--- src/rtl/writeback_arbiter.sv ---
// Write-back arbiter: merges single-cycle ALU results with buffered variable-latency
// load results into one registered register-file write per cycle.
module writeback_arbiter #(
  parameter int DATA_W       = 32,
  parameter int ADDR_W       = 5,
  parameter int FIFO_DEPTH   = 2,
  parameter int STARVE_LIMIT = 4
) (
  input  logic                          clk,
  input  logic                          rst_n,
  input  logic                          alu_valid,
  input  logic [ADDR_W-1:0]             alu_waddr,
  input  logic [DATA_W-1:0]             alu_data,
  input  logic                          mem_valid,
  output logic                          mem_ready,
  input  logic [ADDR_W-1:0]             mem_waddr,
  input  logic [DATA_W-1:0]             mem_data,
  output logic                          alu_stall,
  output logic                          rf_we,
  output logic [ADDR_W-1:0]             rf_waddr,
  output logic [DATA_W-1:0]             rf_din,
  output logic [$clog2(FIFO_DEPTH):0]   pend_count
);

  localparam int PTR_W = $clog2(FIFO_DEPTH);
  localparam int CNT_W = PTR_W + 1;
  localparam int SC_W  = $clog2(STARVE_LIMIT + 1);

  logic [PTR_W-1:0]  wr_ptr_q, wr_ptr_d;
  logic [PTR_W-1:0]  rd_ptr_q, rd_ptr_d;
  logic [CNT_W-1:0]  count_q, count_d;
  logic [SC_W-1:0]   starve_q, starve_d;
  logic              alu_stall_q, alu_stall_d;
  logic              rf_we_q, rf_we_d;
  logic [ADDR_W-1:0] rf_waddr_q, rf_waddr_d;
  logic [DATA_W-1:0] rf_din_q, rf_din_d;

  logic [FIFO_DEPTH-1:0] ent_valid;
  logic [ADDR_W-1:0]     ent_waddr [FIFO_DEPTH];
  logic [DATA_W-1:0]     ent_data  [FIFO_DEPTH];

  logic alu_sel, fifo_ne, mem_acc, load_live, pop, bypass, push, head_live;

  assign mem_ready  = (count_q < CNT_W'(FIFO_DEPTH));
  assign pend_count = count_q;
  assign alu_stall  = alu_stall_q;
  assign rf_we      = rf_we_q;
  assign rf_waddr   = rf_waddr_q;
  assign rf_din     = rf_din_q;

  // A load aimed at r0, or at the register the winning ALU result writes, is dead on arrival.
  always_comb begin
    alu_sel   = alu_valid && (alu_waddr != '0);
    fifo_ne   = (count_q != '0);
    mem_acc   = mem_valid && mem_ready;
    load_live = mem_acc && (mem_waddr != '0) && !(alu_sel && (mem_waddr == alu_waddr));
    pop       = !alu_sel && fifo_ne;
    bypass    = !alu_sel && !fifo_ne && load_live;
    push      = load_live && !bypass;
    head_live = ent_valid[rd_ptr_q];
  end

  always_comb begin
    rf_we_d    = 1'b0;
    rf_waddr_d = rf_waddr_q;
    rf_din_d   = rf_din_q;
    if (alu_sel) begin
      rf_we_d    = 1'b1;
      rf_waddr_d = alu_waddr;
      rf_din_d   = alu_data;
    end else if (pop && head_live) begin
      rf_we_d    = 1'b1;
      rf_waddr_d = ent_waddr[rd_ptr_q];
      rf_din_d   = ent_data[rd_ptr_q];
    end else if (bypass) begin
      rf_we_d    = 1'b1;
      rf_waddr_d = mem_waddr;
      rf_din_d   = mem_data;
    end
  end

  always_comb begin
    wr_ptr_d = wr_ptr_q + PTR_W'(push);
    rd_ptr_d = rd_ptr_q + PTR_W'(pop);
    count_d  = count_q + CNT_W'(push) - CNT_W'(pop);
  end

  // Starvation counter saturates so a misbehaving upstream cannot wrap it back to zero.
  always_comb begin
    starve_d = starve_q;
    if (!fifo_ne || pop) begin
      starve_d = '0;
    end else if (starve_q != SC_W'(STARVE_LIMIT)) begin
      starve_d = starve_q + SC_W'(1);
    end
    alu_stall_d = (starve_d == SC_W'(STARVE_LIMIT));
  end

  generate
    for (genvar gi = 0; gi < FIFO_DEPTH; gi++) begin : g_ent
      logic              valid_q, valid_d;
      logic [ADDR_W-1:0] waddr_q, waddr_d;
      logic [DATA_W-1:0] data_q, data_d;

      // Killed entries keep their slot; only the valid flag drops.
      always_comb begin
        valid_d = valid_q;
        waddr_d = waddr_q;
        data_d  = data_q;
        if (alu_sel && (waddr_q == alu_waddr)) begin
          valid_d = 1'b0;
        end
        if (push && (wr_ptr_q == PTR_W'(gi))) begin
          valid_d = 1'b1;
          waddr_d = mem_waddr;
          data_d  = mem_data;
        end
      end

      always_ff @(posedge clk or negedge rst_n) begin
        if (!rst_n) begin
          valid_q <= 1'b0;
        end else begin
          valid_q <= valid_d;
        end
      end

      always_ff @(posedge clk) begin
        waddr_q <= waddr_d;
        data_q  <= data_d;
      end

      assign ent_valid[gi] = valid_q;
      assign ent_waddr[gi] = waddr_q;
      assign ent_data[gi]  = data_q;
    end
  endgenerate

  always_ff @(posedge clk or negedge rst_n) begin
    if (!rst_n) begin
      wr_ptr_q    <= '0;
      rd_ptr_q    <= '0;
      count_q     <= '0;
      starve_q    <= '0;
      alu_stall_q <= 1'b0;
      rf_we_q     <= 1'b0;
      rf_waddr_q  <= '0;
      rf_din_q    <= '0;
    end else begin
      wr_ptr_q    <= wr_ptr_d;
      rd_ptr_q    <= rd_ptr_d;
      count_q     <= count_d;
      starve_q    <= starve_d;
      alu_stall_q <= alu_stall_d;
      rf_we_q     <= rf_we_d;
      rf_waddr_q  <= rf_waddr_d;
      rf_din_q    <= rf_din_d;
    end
  end

endmodule

--- config.mk ---
export PLATFORM = sky130hd
export DESIGN_NAME = writeback_arbiter
export DESIGN_NICKNAME = d
export VERILOG_FILES = /design/src/rtl/writeback_arbiter.sv
export SDC_FILE = /design/constraint.sdc
export NUM_CORES = 1
export LEC_CHECK = 0
export BUFFER_PORTS_ARGS = -buffer_cell sky130_fd_sc_hd__buf_4
export CAP_MARGIN = 15
export CORE_UTILIZATION = 50
export DETAILED_ROUTE_END_ITERATION = 12
export PLACE_DENSITY = 0.73
export SLEW_MARGIN = 15
export SYNTH_ARGS = -nofsm -noshare
export SYNTH_HDL_FRONTEND = slang
export SYNTH_SLANG_ARGS = --single-unit
--- constraint.sdc ---
create_clock -name clk -period 3.4 [get_ports clk]
set_input_delay 0.51 -clock clk [delete_from_list [all_inputs] [get_ports clk]]
set_output_delay 0.51 -clock clk [all_outputs]
set_load 0.01 [all_outputs]
==> impl_metrics.toml, run 1 <==
[clock_network]
clkLatencyLatePin_ns = 0.51
cts-hold-fix-buffers = 0
cts_tree = "done"
clockBufferDepth = 2
htreeDepth = 4
cts.reportedPaths.clkPinSlew_ns = 0.06
numCtsBuffers = 17
post-cts-setup-buffer-count = 0
cts.sinks = 122
clk_root_buffer_cell = "clkbuf_8"
ctsResizeCount = 0

[drt]
drc = 0
vias = 3823
post_drt_wl_per_cell_um = 19.94
drt_iter0_drc = 280
drtAntennaViolNets = 0
drtPass1Iterations = 7
drt_wl_total_mm = 12.76
viasPerCell = 5.973

[synth]
synth_top_area_share = 0.4113
synth_area_per_cell_um2 = 14.52
synth_edf_count = 74
synthFlopType = "edfxtp_1"
yosys_warnings = 0
ys_seq_area_frac = 0.6336
synth-seq-cells = 122
synthDistinctLibCells = 39
syn_area_mm2 = 0.005403
yosys.area.top_type = "edfxtp_1"
synthTopCellsByArea = "edfxtp_1, dfrtp_1, mux2i_1, a211oi_1, o221a_1"
async_flop_share = 0.3934
synthCells = 372
synth_fp_nets = 456

[die]
start_util = 0.5187
core-area_mm2 = 0.01042
io_pins = 120
die_y_um = 106.0
die_w_um = 106.0
dieArea_mm2 = 0.01123
rows = 37

[power]
p_sw_mw = 1.865
switching_share = 0.3127
seqPwrFrac = 0.373
vdd_ir_drop_max_mv = 0.5054
p_total_mw = 5.964
power.leakage_nw = 2.770
intPower_mw = 4.099
combPwrFrac = 0.319
p_clk_frac = 0.308
power_density_mw_per_mm2 = 848.6

[sta]
setup_tns_ns = 0
fin_hold_ws_ns = 0.03186
min_period_ns = 2.376
fmax_ghz = 0.4209
tightest_slew_ns = 0.7710
setup_ws_ns = 1.024
hold_violations = 0
fin_crit_sh = 0.6987
finalSetupViolCount = 0
drv_slew = 0
rsz0062_at_grt = "false"
maxSlewHeadroom = 0.4727
finClkSkew_ns = 0.008848

[job]
maxCapViolCount = 0

[layout]
antenna_cells = 0
final.fill_count = 759
final_util = 0.6747
final_nets = 575
multiInputGateArea_mm2 = 0.001788
drive_gt1_frac = 0.3790
ff_latch_area_mm2 = 0.003425
area_growth_syn_to_layout_pct = 30.08
layout_commonest_cell = "buf_4"
most-common-layout-cells = "buf_4, edfxtp_1, dfrtp_1, mux2i_1"

[placed_design]
portBuffers = 119
dpl.hpwl_mm = 8.168
dp_slack_ns = 0.4856
place_congestion = 0.8752

[global_routing]
antenna_found_initial = 0
grt_overflow = 0
grt_use_total = 0.2382
grt_pass1_wl_mm = 20.13
grt_start_max_net_pins = 49
first_global_vias = 3947

[worst_setup_path]
critPathMaxFanout = 21
crit_arrival_ns = 2.56
critPathKind = "input port to flip-flop"
startpoint_type = "input port"
end_kind = "flip-flop"
worstPathRequired_ns = 3.58

[run_status]
status = "finished clean"

[min_path]
min_path_type = "input port to asynchronous set/reset pin"
-- power by group through the flow --
stage          logic (mW)  clock network [mW]  registers (mW)
6_report             1.90                1.84            2.22
5_1_grt              2.05                1.92            2.26
4_1_cts              1.92                1.86            2.22
3_5_place_dp         1.91                   0            2.24
3_3_place_gp         1.87                   0            2.23
2_1_floorplan        1.06                   0            2.32
-- cell type report --
type,instances,share of cell area
flip-flops and latches,122,0.4873
clock buffers,17,0.05893
inverters,9,0.004807
well taps,136,0.02421
clock inverters,15,0.02831
repair buffers,133,0.1421
multi-input cells,208,0.2544
-- worst max-delay path, stage by stage --
cell and delay, ns:
buf_4 0.13, nor4_4 0.06, a21oi_1 0.38, nor2_1 0.11, a2111oi_0 0.72, ha_2 0.34
buf_4 0.30
-- per-stage QoR --
stage	area [um2]	std cells
finish	7028	640
global route	7028	640
CTS	7028	640
detailed placement	6415	608
global placement	6415	608
floorplan	5403	372
-- registers in the layout, indices dropped and copies added, names as in the netlist --
| register | cells |
|---|---|
| alu_stall | 1 |
| g_ent.data_q | 64 |
| g_ent.valid_q | 2 |
| g_ent.waddr_q | 10 |
| pend_count | 2 |
| rd_ptr_q | 1 |
| rf_din | 32 |
| rf_waddr | 5 |
| rf_we | 1 |
| starve_q | 3 |
| wr_ptr_q | 1 |
-- Yosys cell counts (4+ instances only) --
cell type / n
edfxtp_1: 74
mux2_2: 5
ha_1: 6
nor2_1: 7
nor3_1: 4
inv_1: 7
o221a_1: 20
nand2_1: 5
a31oi_1: 32
buf_2: 9
a211oi_1: 32
xnor2_1: 9
o221a_2: 14
dfrtp_1: 48
xor2_1: 9
clkbuf_1: 16
mux2i_1: 35
-- worst paths after layout --
kind	startpoint	to	slack, ns	depth (start not counted)
setup reg to reg	pend_count[0]$_DFF_PN0_	g_ent[0].data_q[21]$_DFFE_PP_	1.17	4
max in group asynchronous	rst_n	rd_ptr_q$_DFF_PN0_	2.90	1
min in group clk	mem_data[26]	g_ent[0].data_q[26]$_DFFE_PP_	0.19	1
hold / removal	rst_n	rf_din[24]$_DFFE_PN0P_	0.03	1
setup / recovery	alu_waddr[2]	g_ent[0].data_q[21]$_DFFE_PP_	1.02	7
hold reg to reg	g_ent[0].valid_q$_DFFE_PN0P_	g_ent[0].valid_q$_DFFE_PN0P_	0.48	1
-- kinds of logic (layout without fill, tap and decap cells) --
family | count (synthesis) | count (layout) | share of synthesized area
buffers and inverters | 42 | 174 | 0.03682
xor gates and xnor gates | 18 | 18 | 0.02918
adders and majority gates | 6 | 6 | 0.01389
AOI/OAI and AO/OA | 116 | 116 | 0.1809
and+or+nand+nor | 28 | 28 | 0.03034
muxes | 40 | 40 | 0.07527
DFF | 122 | 122 | 0.6336
-- per-layer routing --
metal  track usage  up-vias  wire length (um)
met5             0        -                 0
met4       0.06746        0                68
met3       0.06131        6               729
met2        0.3982      147              6443
met1        0.3083     1930              5517
li1              -     1740                 -
(Power assumes the default switching activity.)
==> run 2, diff against run 1 <==
--- a/config.mk
+++ b/config.mk
@@ -5,11 +5,12 @@
 export SDC_FILE = /design/constraint.sdc
 export NUM_CORES = 1
 export LEC_CHECK = 0
+export ABC_AREA = 1
 export BUFFER_PORTS_ARGS = -buffer_cell sky130_fd_sc_hd__buf_4
 export CAP_MARGIN = 15
 export CORE_UTILIZATION = 50
 export DETAILED_ROUTE_END_ITERATION = 12
-export PLACE_DENSITY = 0.73
+export PLACE_DENSITY = 0.71
 export SLEW_MARGIN = 15
 export SYNTH_ARGS = -nofsm -noshare
 export SYNTH_HDL_FRONTEND = slang
==> constraint.sdc (replaced) <==
create_clock -name clk -period 2.35 [get_ports clk]
set_input_delay 0.3525 -clock clk [delete_from_list [all_inputs] [get_ports clk]]
set_output_delay 0.3525 -clock clk [all_outputs]
set_load 0.01 [all_outputs]
==> run 2 against run 1 <==
Compared with the run above: final cell count grew 54%; combinational power grew 88%; die area grew 14%; critical path type is now flip-flop to flip-flop.
==> impl_metrics.toml, run 2 <==
[clock_network]
cts.sinks = 122
cts_tree = "done"
cts.reportedPaths.clkPinSlew_ns = 0.05
htreeDepth = 4
clk_root_buffer_cell = "clkbuf_16"
clkLatencyLatePin_ns = 0.42
clockBufferDepth = 2
numCtsBuffers = 17

[power]
intPower_mw = 5.807
switching_share = 0.3712
seqPwrFrac = 0.362
power.leakage_nw = 3.817
p_clk_frac = 0.251
combPwrFrac = 0.387
vdd_ir_drop_max_mv = 0.6861
power_density_mw_per_mm2 = 1193
p_sw_mw = 3.428

[layout]
largest_reg_flops = 64
most-common-layout-cells = "nand2_1, buf_4, inv_1, nand3_1, edfxtp_1"
antenna_cells = 0
regMostFlops = "g_ent.data_q"
drive_gt1_frac = 0.2415
final_nets = 891
final_util = 0.6420
layout_commonest_cell = "nand2_1"
area_growth_syn_to_layout_pct = 25.16

[global_routing]
grt_overflow = 0
grt.busiest_layer = "met2"
grtUsageMet3 = 0.06374
use_met2 = 0.4262
first_global_vias = 5116
grt_use_total = 0.2606
antenna_found_initial = 0
grt_pass1_wl_mm = 25.10
grtUsageMet1 = 0.3255
grt_start_max_net_pins = 52

[synth]
syn_area_mm2 = 0.006187
synth_edf_count = 74
synthFlopType = "edfxtp_1"
yosys_warnings = 0
synth_fp_nets = 780
yosys.area.top_type = "edfxtp_1"
async_flop_share = 0.3934
synthCells = 696
synth_top_area_share = 0.3592
synthDistinctLibCells = 27
synthTopCellsByCount = "nand2_1, inv_1, nand3_1"
synthTopCellsByArea = "edfxtp_1, dfrtp_1, nand2_1, nand3_1, inv_1"
synth_area_per_cell_um2 = 8.890
synth-seq-cells = 122
synth_most_common_cell = "nand2_1"
ys_seq_area_frac = 0.5533

[worst_setup_path]
r2r_cells = 10
r2r_end = "rf_din[23]$_DFFE_PN0P_"
reg2reg_from = "pend_count[1]$_DFF_PN0_"
critPathMaxFanout = 21
crit_arrival_ns = 2.40
critPathKind = "flip-flop to flip-flop"
worstPathRequired_ns = 2.65
ff2ff_setup_slack_ns = 0.25
startpoint_type = "flip-flop"
end_kind = "flip-flop"

[drt]
drt_iter0_drc = 333
post_drt_wl_per_cell_um = 15.53
viasPerCell = 5.171
drtPass1Iterations = 5
drtAntennaViolNets = 0
vias = 5109
drc = 0
drt_wl_total_mm = 15.35

[die]
dieArea_mm2 = 0.01282
start_util = 0.5130
core-area_mm2 = 0.01206
rows = 40
die_w_um = 113.2
io_pins = 120
die_y_um = 113.2

[sta]
fin_hold_ws_ns = 0.1298
drv_slew = 0
hold_violations = 0
tightest_slew_ns = 0.6525
min_period_ns = 2.100
finalSetupViolCount = 0
maxSlewHeadroom = 0.5650
fmax_ghz = 0.4762
rsz0062_at_grt = "false"
finClkSkew_ns = 0.006157
fin_crit_sh = 0.8937

[min_path]
min_path_cells = 1
min_path_type = "input port to flip-flop"
min_to = "g_ent[0].data_q[25]$_DFFE_PP_"
min_from = "mem_data[25]"

[run_status]
status = "finished clean"

[placed_design]
portBuffers = 119
dpl.hpwl_mm = 10.31
place_congestion = 0.8997

[job]
maxCapViolCount = 0
run 2: kinds of logic (layout without fill, tap and decap cells):
| family | count (synthesis) | after routing | synth area share |
|---|---|---|---|
| buf+inv | 142 | 266 | 0.1039 |
| flops | 122 | 122 | 0.5533 |
| simple gates | 365 | 365 | 0.2686 |
| compound gates | 42 | 42 | 0.03519 |
| xor+xnor | 19 | 19 | 0.02690 |
| fa+ha+maj | 6 | 6 | 0.01213 |
run 2: worst max-delay path, stage by stage (launching register included):
cell and delay [ns]:
dfrtp_1 0.38, inv_1 0.22, nand2_2 0.29, buf_4 0.29, nand3_2 0.09, buf_4 0.27
nand2_1 0.08, nand3_1 0.13, nand2_1 0.08, nand3_1 0.08, nand2_1 0.06
run 2: how the worst max path moves through the flow:
stage | from | endpoint | slack [ns] | depth (start not counted)
6_report | pend_count[1]$_DFF_PN0_ | rf_din[23]$_DFFE_PN0P_ | 0.25 | 10
2_1_floorplan | alu_waddr[0] | g_ent[1].data_q[0]$_DFFE_PP_ | -0.17 | 9
5_1_grt | pend_count[1]$_DFF_PN0_ | rf_din[27]$_DFFE_PN0P_ | 0.12 | 10
3_5_place_dp | alu_waddr[3] | pend_count[1]$_DFF_PN0_ | 0.14 | 14
4_1_cts | pend_count[1]$_DFF_PN0_ | rf_din[23]$_DFFE_PN0P_ | 0.26 | 10
3_3_place_gp | alu_waddr[2] | pend_count[1]$_DFF_PN0_ | 0.17 | 14
run 2: metrics by stage:
step	total power [mW]	TNS, ns	setup slack [ns]	instances	cell area [um2]
floorplan	5.588	-12.81	-0.1731	696	6187
global placement	6.840	0	0.1724	955	7208
detailed placement	6.953	0	0.1440	955	7208
CTS	9.300	0	0.2574	988	7744
global route	9.836	0	0.1219	988	7744
finish	9.235	0	0.2499	988	7744
run 2: metal layers:
metal | vias up | part of all wire
li1 | 2475 | -
met1 | 2377 | 0.42
met2 | 219 | 0.48
met3 | 38 | 0.065
met4 | 0 | 0.032
met5 | - | 0
run 2: repair_timing:
item	in CTS	in global routing
hold buffers	1	0
buffers inserted	0	0
resized for setup	0	0
endpoints found under the setup margin	0	0
hold endpoints to repair	24	0
run 2: cell type report:
cell class / instances / area [um2]
clock buffer: 29 / 510.5
clock inverter: 3 / 15.01
fill: 1017 / 4318
inverter: 94 / 352.8
multi-input combinational: 432 / 2140
sequential: 122 / 3425
tap: 168 / 210.2
timing repair buffer: 140 / 1091
run 2: power by group through the flow:
stage	logic [mW]	registers (mW)	clock network [mW]
6_report	3.58	3.34	2.32
5_1_grt	3.98	3.41	2.45
4_1_cts	3.61	3.34	2.35
3_5_place_dp	3.58	3.37	0
3_3_place_gp	3.49	3.35	0
2_1_floorplan	2.16	3.43	0
